==> src/rtl/register_bus_reader.sv <==
// Read-side controller for the shared register bus: drives one active-low chip
// select, waits a Tick-qualified settle interval, captures the bus and returns it.
module register_bus_reader #(
  parameter int NrOfBits     = 32,
  parameter int NrOfSources  = 4,
  parameter int AddrBits     = 2,
  parameter int SettleCycles = 1
) (
  input  logic                   Clock,
  input  logic                   Reset,
  input  logic                   Tick,
  input  logic                   ReqValid,
  input  logic [AddrBits-1:0]    ReqAddr,
  output logic                   ReqReady,
  input  logic [NrOfBits-1:0]    BusD,
  output logic [NrOfSources-1:0] cs,
  output logic                   RspValid,
  output logic [NrOfBits-1:0]    RspData,
  output logic                   RspErr,
  input  logic                   RspReady
);

  typedef enum logic [1:0] {
    IDLE  = 2'd0,
    DRIVE = 2'd1,
    RESP  = 2'd2
  } state_e;

  localparam logic [NrOfSources-1:0] AllOnes    = '1;
  localparam logic [NrOfSources-1:0] OneLsb     = NrOfSources'(1);
  localparam logic [3:0]             SettleLoad = 4'(SettleCycles - 1);
  localparam logic [31:0]            NrSrcWide  = 32'(NrOfSources);

  state_e                  state_q, state_d;
  logic [NrOfSources-1:0]  cs_q, cs_d;
  logic [3:0]              cnt_q, cnt_d;
  logic                    ready_q, ready_d;
  logic                    rsp_valid_q, rsp_valid_d;
  logic [NrOfBits-1:0]     rsp_data_q, rsp_data_d;
  logic                    rsp_err_q, rsp_err_d;
  logic                    addr_ok;

  // Unsigned compare; zero-extending both sides keeps any AddrBits legal.
  assign addr_ok = (32'(ReqAddr) < NrSrcWide);

  always_comb begin
    // NOTE: every output of this block gets a default first so no latch is inferred.
    state_d     = state_q;
    cs_d        = cs_q;
    cnt_d       = cnt_q;
    rsp_valid_d = rsp_valid_q;
    rsp_data_d  = rsp_data_q;
    rsp_err_d   = rsp_err_q;

    unique case (state_q)
      IDLE: begin
        if (ReqValid && Tick) begin
          if (addr_ok) begin
            // The decoded select register doubles as the latched address.
            cnt_d   = SettleLoad;
            cs_d    = ~(OneLsb << ReqAddr);
            state_d = DRIVE;
          end else begin
            rsp_err_d   = 1'b1;
            rsp_data_d  = '0;
            rsp_valid_d = 1'b1;
            state_d     = RESP;
          end
        end
      end
      DRIVE: begin
        if (Tick) begin
          if (cnt_q == 4'd0) begin
            rsp_data_d  = BusD;
            rsp_err_d   = 1'b0;
            rsp_valid_d = 1'b1;
            cs_d        = AllOnes;
            state_d     = RESP;
          end else begin
            cnt_d = cnt_q - 4'd1;
          end
        end
      end
      RESP: begin
        // The response handshake is deliberately not Tick-gated.
        if (rsp_valid_q && RspReady) begin
          rsp_valid_d = 1'b0;
          state_d     = IDLE;
        end
      end
      default: begin
        state_d = IDLE;
        cs_d    = AllOnes;
      end
    endcase

    ready_d = (state_d == IDLE);
  end

  always_ff @(posedge Clock) begin
    // NOTE: sequential state uses non-blocking assignments so all flops update together.
    if (Reset) begin
      state_q     <= IDLE;
      cs_q        <= AllOnes;
      cnt_q       <= 4'd0;
      ready_q     <= 1'b1;
      rsp_valid_q <= 1'b0;
      rsp_data_q  <= '0;
      rsp_err_q   <= 1'b0;
    end else begin
      state_q     <= state_d;
      cs_q        <= cs_d;
      cnt_q       <= cnt_d;
      ready_q     <= ready_d;
      rsp_valid_q <= rsp_valid_d;
      rsp_data_q  <= rsp_data_d;
      rsp_err_q   <= rsp_err_d;
    end
  end

  assign ReqReady = ready_q;
  assign cs       = cs_q;
  assign RspValid = rsp_valid_q;
  assign RspData  = rsp_data_q;
  assign RspErr   = rsp_err_q;

endmodule

==> config.mk <==
export PLATFORM = sky130hd
export DESIGN_NAME = register_bus_reader
export DESIGN_NICKNAME = d
export VERILOG_FILES = /design/src/rtl/register_bus_reader.sv
export SDC_FILE = /design/constraint.sdc
export NUM_CORES = 1
export LEC_CHECK = 0
export BUFFER_PORTS_ARGS = -buffer_cell sky130_fd_sc_hd__buf_4
export CAP_MARGIN = 20
export CORE_ASPECT_RATIO = 0.8
export CORE_UTILIZATION = 30
export CTS_CLUSTER_SIZE = 8
export DETAILED_ROUTE_END_ITERATION = 10
export GPL_ROUTABILITY_DRIVEN = 0
export SYNTH_ARGS = -nofsm -noshare
export SYNTH_HDL_FRONTEND = slang
export SYNTH_SLANG_ARGS = --single-unit
==> constraint.sdc <==
create_clock -name Clock -period 3.5 [get_ports Clock]
set_input_delay 0.175 -clock Clock [delete_from_list [all_inputs] [get_ports Clock]]
set_output_delay 0.175 -clock Clock [all_outputs]
set_load 0.05 [all_outputs]
=== After elaboration in Yosys (flattened, before gate mapping) ===
Index checks and enable logic that the tools add are counted.
Widths: inputs -> output; s select.

* Output and inout port bits: 39
* Flip-flop bits (word level): 44
* Word-level logic and storage cells: 45
* Input port bits: 39

* Add/subtract/negate cells: 1
* Bitwise logic cells: 2
* Reduce and logical (&&, ||, !) cells: 11
* Equal/unequal tests: 7
* Mux-type cells: 17
* Shift operators: 1

{| class="wikitable"
|+ Operators with widths
! operator !! number
|-
| $mux 4 || 6
|-
| $pmux 4 s3 || 1
|-
| $reduce_and 4->1 || 3
|-
| $ne 2x2->1 const B || 5
|-
| $mux 2 || 4
|-
| $pmux 4 s2 || 1
|-
| $pmux 2 s3 || 1
|-
| $logic_not 2->1 || 2
|-
| $logic_not 4->1 || 1
|-
| $not 4->4 || 1
|-
| $reduce_bool 2->1 || 2
|-
| $shl 1x2->4 const A || 1
|-
| $sub 4x1->4 const B || 1
|-
| $mux 1 || 3
|-
| $reduce_and 3->1 || 1
|-
| $eq 2x1->1 const B || 1
|-
| $eq 2x2->1 const B || 1
|-
| $logic_and 1x1->1 || 2
|-
| $pmux 1 s2 || 1
|-
| $not 1->1 || 1
|}

=== Depth between registers and ports, before layout ===
* Word-level depth: 5
* Gate-level depth with buffers: 7
* Gate-level depth less buffers: 5

=== Least setup slack after synthesis ===
Ideal clock, no wire load.

* Kind: reg-to-reg
* Start point: reg cnt_q[0]
* End point: reg cs_q[0], in the netlist cs[0]
* Path slack: 1,914 ps
* Data required time: 3,377 ps
* Stages on the path, launching flop included: 7
* Buffers on the path: 1
* Period minus slack after synthesis: 1,586 ps
* Arrival: 1,462 ps
* Cells stage by stage: dfxtp_1 > inv_1 > ha_1 > and4bb_1 > buf_2 > o22ai_4 > mux2_1

* Cells in the longest elaborated chain, start to end: 3

{| class="wikitable"
|+ RTL lines
! element !! line !! source
|-
| from (decl) || 36 || <nowiki>logic [3:0] cnt_q, cnt_d;</nowiki>
|-
| from (signal assigned) || 113 || <nowiki>cnt_q <= cnt_d;</nowiki>
|-
| $logic_not 4->1 || 73 || <nowiki>if (cnt_q == 4'd0) begin</nowiki>
|-
| $ne 2x2->1 (no line) || -- ||
|-
| $reduce_and 4->1 (no line) || -- ||
|-
| to (signal assigned) || 104 || <nowiki>cs_q <= AllOnes;</nowiki>
|-
| to (signal assigned) || 112 || <nowiki>cs_q <= cs_d;</nowiki>
|-
| to (decl) || 35 || <nowiki>logic [NrOfSources-1:0] cs_q, cs_d;</nowiki>
|}

No other way between the ends.
A chain may end at the register's enable or synchronous reset.

=== Worst setup path after layout ===
* Start point: reg cnt_q[0]
* End point: reg rsp_data_q[2], in the netlist RspData[2]

* Cells in the longest elaborated chain, start to end: 2

{| class="wikitable"
|+ RTL lines
! element !! line !! source
|-
| $logic_not 4->1 || 73 ||
|-
| $reduce_and 3->1 (no line) || -- ||
|-
| to (signal assigned) || 116 || <nowiki>rsp_data_q <= rsp_data_d;</nowiki>
|-
| to (decl) || 39 || <nowiki>logic [NrOfBits-1:0] rsp_data_q, rsp_data_d;</nowiki>
|}

No other way between the ends.

==> impl_metrics.env <==
export IMPL_syn_area_sq_um=1900
export IMPL_rows=25
export IMPL_drc=0
export IMPL_rsz0062_at_grt="no"
export IMPL_grt_pass1_wl_um=7790
export IMPL_layout_drive_gt1_share_pct=31.2
export IMPL_finClkSkew_ns=0.00281
export IMPL_cts_buffers=5
export IMPL_fillers=616
export IMPL_cts_root_buf="clkbuf_8"
export IMPL_cts_tree="built"
export IMPL_p_int_w=0.000824
export IMPL_path_max_fanout=18
export IMPL_p_comb_share_pct=21.1
export IMPL_slew_viol_final=0
export IMPL_clkPwrFrac_pct=33.5
export IMPL_die_area_sq_um=6660
export IMPL_firstDrtPassIters=4
export IMPL_status="finished, final reports clean"
export IMPL_routedWlPerCell_um=13.3
export IMPL_ff2ff_path_depth=6
export IMPL_start_util_pct=31.6
export IMPL_postCtsSetupBuffers=0
export IMPL_min_from="BusD[20]"
export IMPL_vias_per_cell=4.92
export IMPL_synth_fp_nets=266
export IMPL_io_buffers=76
export IMPL_stdcell_area_sq_um=2620
export IMPL_whs_ns=0.135
export IMPL_max_freq_ghz=0.470
export IMPL_worst_pin_slew_ns=0.794
export IMPL_finalWirelength_um=4970
export IMPL_yosysWarnings=0
export IMPL_holdBufCountCts=0
export IMPL_io_pins=78
export IMPL_ff2ff_setup_slack_ns=1.37
export IMPL_seq_power_share_pct=45.4
export IMPL_min_to="RspData[20]$_SDFFE_PP0P_"
export IMPL_p_per_area_nw_per_um2=452
export IMPL_ys_types=36
export IMPL_seq_area_frac_synth_pct=46.4
export IMPL_slew_headroom_pct=47.0
export IMPL_async_flop_share_pct=0
export IMPL_antenna_cells=0
export IMPL_coreArea_sq_um=6010
export IMPL_setup_violations=0
export IMPL_vias=1834
export IMPL_htree_levels=2
export IMPL_fin_crit_sh_pct=60.7
export IMPL_drt_initial_drc_count=102
export IMPL_grt_max_degree=49
export IMPL_synth_seq_cells=44
export IMPL_postSynthCellCount=226
export IMPL_required_ns=3.67
export IMPL_synth_avg_cell_area_sq_um=8.40
export IMPL_reg2reg_to="RspData[2]$_SDFFE_PP0P_"
export IMPL_die_h_um=73.2
export IMPL_synth_main_ff_cell="dfxtp_1"
export IMPL_power_switching_w=0.000361
export IMPL_leakage_nw=1.06
export IMPL_die_w_um=91.0
export IMPL_r2r_start="cnt_q[0]$_SDFFE_PP0P_"
export IMPL_crit_path_start_kind="flip-flop"
export IMPL_cts_sinks=44
export IMPL_antenna_found_initial=0
export IMPL_hold_path_class="input pin to flip-flop"
export IMPL_hold_viol_final=0
export IMPL_place_detailed_hpwl_um=3370
export IMPL_area_growth_pct=38.0
export IMPL_nets=331
export IMPL_cts_resized=0
export IMPL_first_global_vias=1730
export IMPL_arrival_ns=2.29
export IMPL_cts_path_max_buffers=2
export IMPL_swShare_pct=30.5
export IMPL_dpl_cell_area_sq_um=2510
export IMPL_path_clk_slew_ns=0.09
export IMPL_grt_overflow=0
export IMPL_crit_path_end_kind="flip-flop"
export IMPL_fin_crit_ns=2.13
export IMPL_grt_use_total_pct=14.5
export IMPL_critical_path_class="flip-flop to flip-flop"
export IMPL_cp_startpoint="cnt_q[0]$_SDFFE_PP0P_"
export IMPL_min_path_cells=3
export IMPL_finalSetupTns_ns=0
export IMPL_synth_edf_count=0
export IMPL_ir_worst_vdd_uv=236
export IMPL_cap_violations=0
export IMPL_ant_nets=0
export IMPL_clk_latency_ns=0.29
-- cell families after synthesis --
family / count (synthesis) / share of synthesized area (%)
AND/OR/NAND/NOR: 72 / 22.0
adder cells (fa/ha/maj): 1 / 0.659
flip-flops: 44 / 46.4
other: 1 / 0.197
buffers and inverters: 26 / 5.93
AO/OA/AOI/OAI: 76 / 21.6
multiplexers: 6 / 3.23
-- critical path, stage by stage, from the launching register on --
cell,delay (ns)
dfxtp_1,0.34
inv_1,0.08
ha_1,0.23
nand4bb_1,0.64
buf_4,0.46
o21ai_0,0.16
a21oi_1,0.08
-- worst max-delay path by stage --
stage / endpoint / slack (ns)
after CTS: RspData[2]$_SDFFE_PP0P_ / 1.38
after global routing: RspData[2]$_SDFFE_PP0P_ / 1.20
after global placement: RspData[2]$_SDFFE_PP0P_ / 1.47
after detailed placement: RspData[2]$_SDFFE_PP0P_ / 1.37
after floorplan: cs[0]$_SDFFE_PP1P_ / 1.91
final: RspData[2]$_SDFFE_PP0P_ / 1.37
-- state kept, by name, indices dropped and copies added (netlist names) --
signal,flops
ReqReady,1
RspData,32
RspValid,1
cnt_q,4
cs,4
state_q,2
-- final cells by class --
class                      instances  area (sq um)  share of cell area [%]
timing repair buffer              80           601                    22.9
multi-input combinational        156           908                    34.7
sequential                        44           881                    33.6
tap                               81           101                    3.87
clock inverter                     3          46.3                    1.77
clock buffer                       5          68.8                    2.63
inverter                           4          15.0                   0.573
-- power groups by stage --
stage / combinational (W) / clock [W] / sequential (W)
2_1_floorplan: 0.000121 / 0 / 0.000595
3_3_place_gp: 0.000250 / 0 / 0.000550
3_5_place_dp: 0.000252 / 0 / 0.000550
4_1_cts: 0.000252 / 0.000417 / 0.000538
5_1_grt: 0.000268 / 0.000434 / 0.000542
6_report: 0.000250 / 0.000397 / 0.000538
-- routing by layer --
layer / GRT usage, % / share of wire [%] / up-vias
met4: 3.00 / 0.24 / 0
met3: 3.54 / 6.2 / 2
li1: - / - / 936
met2: 25.1 / 46 / 63
met1: 18.5 / 47 / 833
met5: 0 / 0 / -
-- metrics by stage --
stage / setup slack, ns / power (W) / utilization (%) / instances
final: 1.37 / 0.00119 / 43.6 / 373
after global routing: 1.20 / 0.00124 / 43.6 / 373
after detailed placement: 1.37 / 0.000802 / 41.7 / 365
after floorplan: 1.91 / 0.000715 / - / 226
after global placement: 1.47 / 0.000800 / 41.7 / 365
after CTS: 1.38 / 0.00121 / 43.6 / 373
-- cell usage in the layout, fill, tap and decap left out --
master	netlist	layout
conb_1	1	1
nand3b_1	2	2
bufinv_16	0	1
nor2b_2	0	1
nor4_1	1	1
or2_2	1	1
or3b_1	2	2
nor4bb_1	1	1
and3b_1	1	1
o22ai_4	1	1
nor3b_1	1	1
or4b_1	1	1
or2_1	1	1
inv_6	0	1
inv_1	4	4
nor2_1	7	7
buf_4	1	80
ha_1	1	1
o31ai_1	2	2
nand3_1	32	32
clkinvlp_4	0	1
nand2b_1	4	4
clkbuf_8	0	5
o21ai_0	4	4
nor2b_1	2	1
a2bb2oi_1	1	1
a21oi_1	37	37
mux2i_1	5	5
nand4bb_1	3	3
nor3_1	2	2
and2_1	1	1
nand4_1	4	4
a221oi_1	1	1
mux2_1	1	1
o21ai_1	29	29
o21bai_1	1	1
dfxtp_1	44	44
and4bb_1	1	1
nand2_1	5	5
-- Yosys cell counts, types with 2 or more instances --
library cell / n / area share, %
nor2b_1: 2 / 0.66
nand2_1: 5 / 0.99
or3b_1: 2 / 0.92
mux2i_1: 5 / 2.6
nand4bb_1: 3 / 1.8
o21ai_1: 29 / 7.6
inv_1: 4 / 0.79
a21oi_1: 37 / 9.7
o31ai_1: 2 / 0.79
nand2b_1: 4 / 1.3
clkbuf_1: 12 / 2.4
nor2_1: 7 / 1.4
nand3b_1: 2 / 0.79
nand4_1: 4 / 1.3
dfxtp_1: 44 / 46
buf_2: 9 / 2.4
o21ai_0: 4 / 1.1
nand3_1: 32 / 8.4
nor3_1: 2 / 0.53
Note: power is estimated with default switching activity, not from simulation.
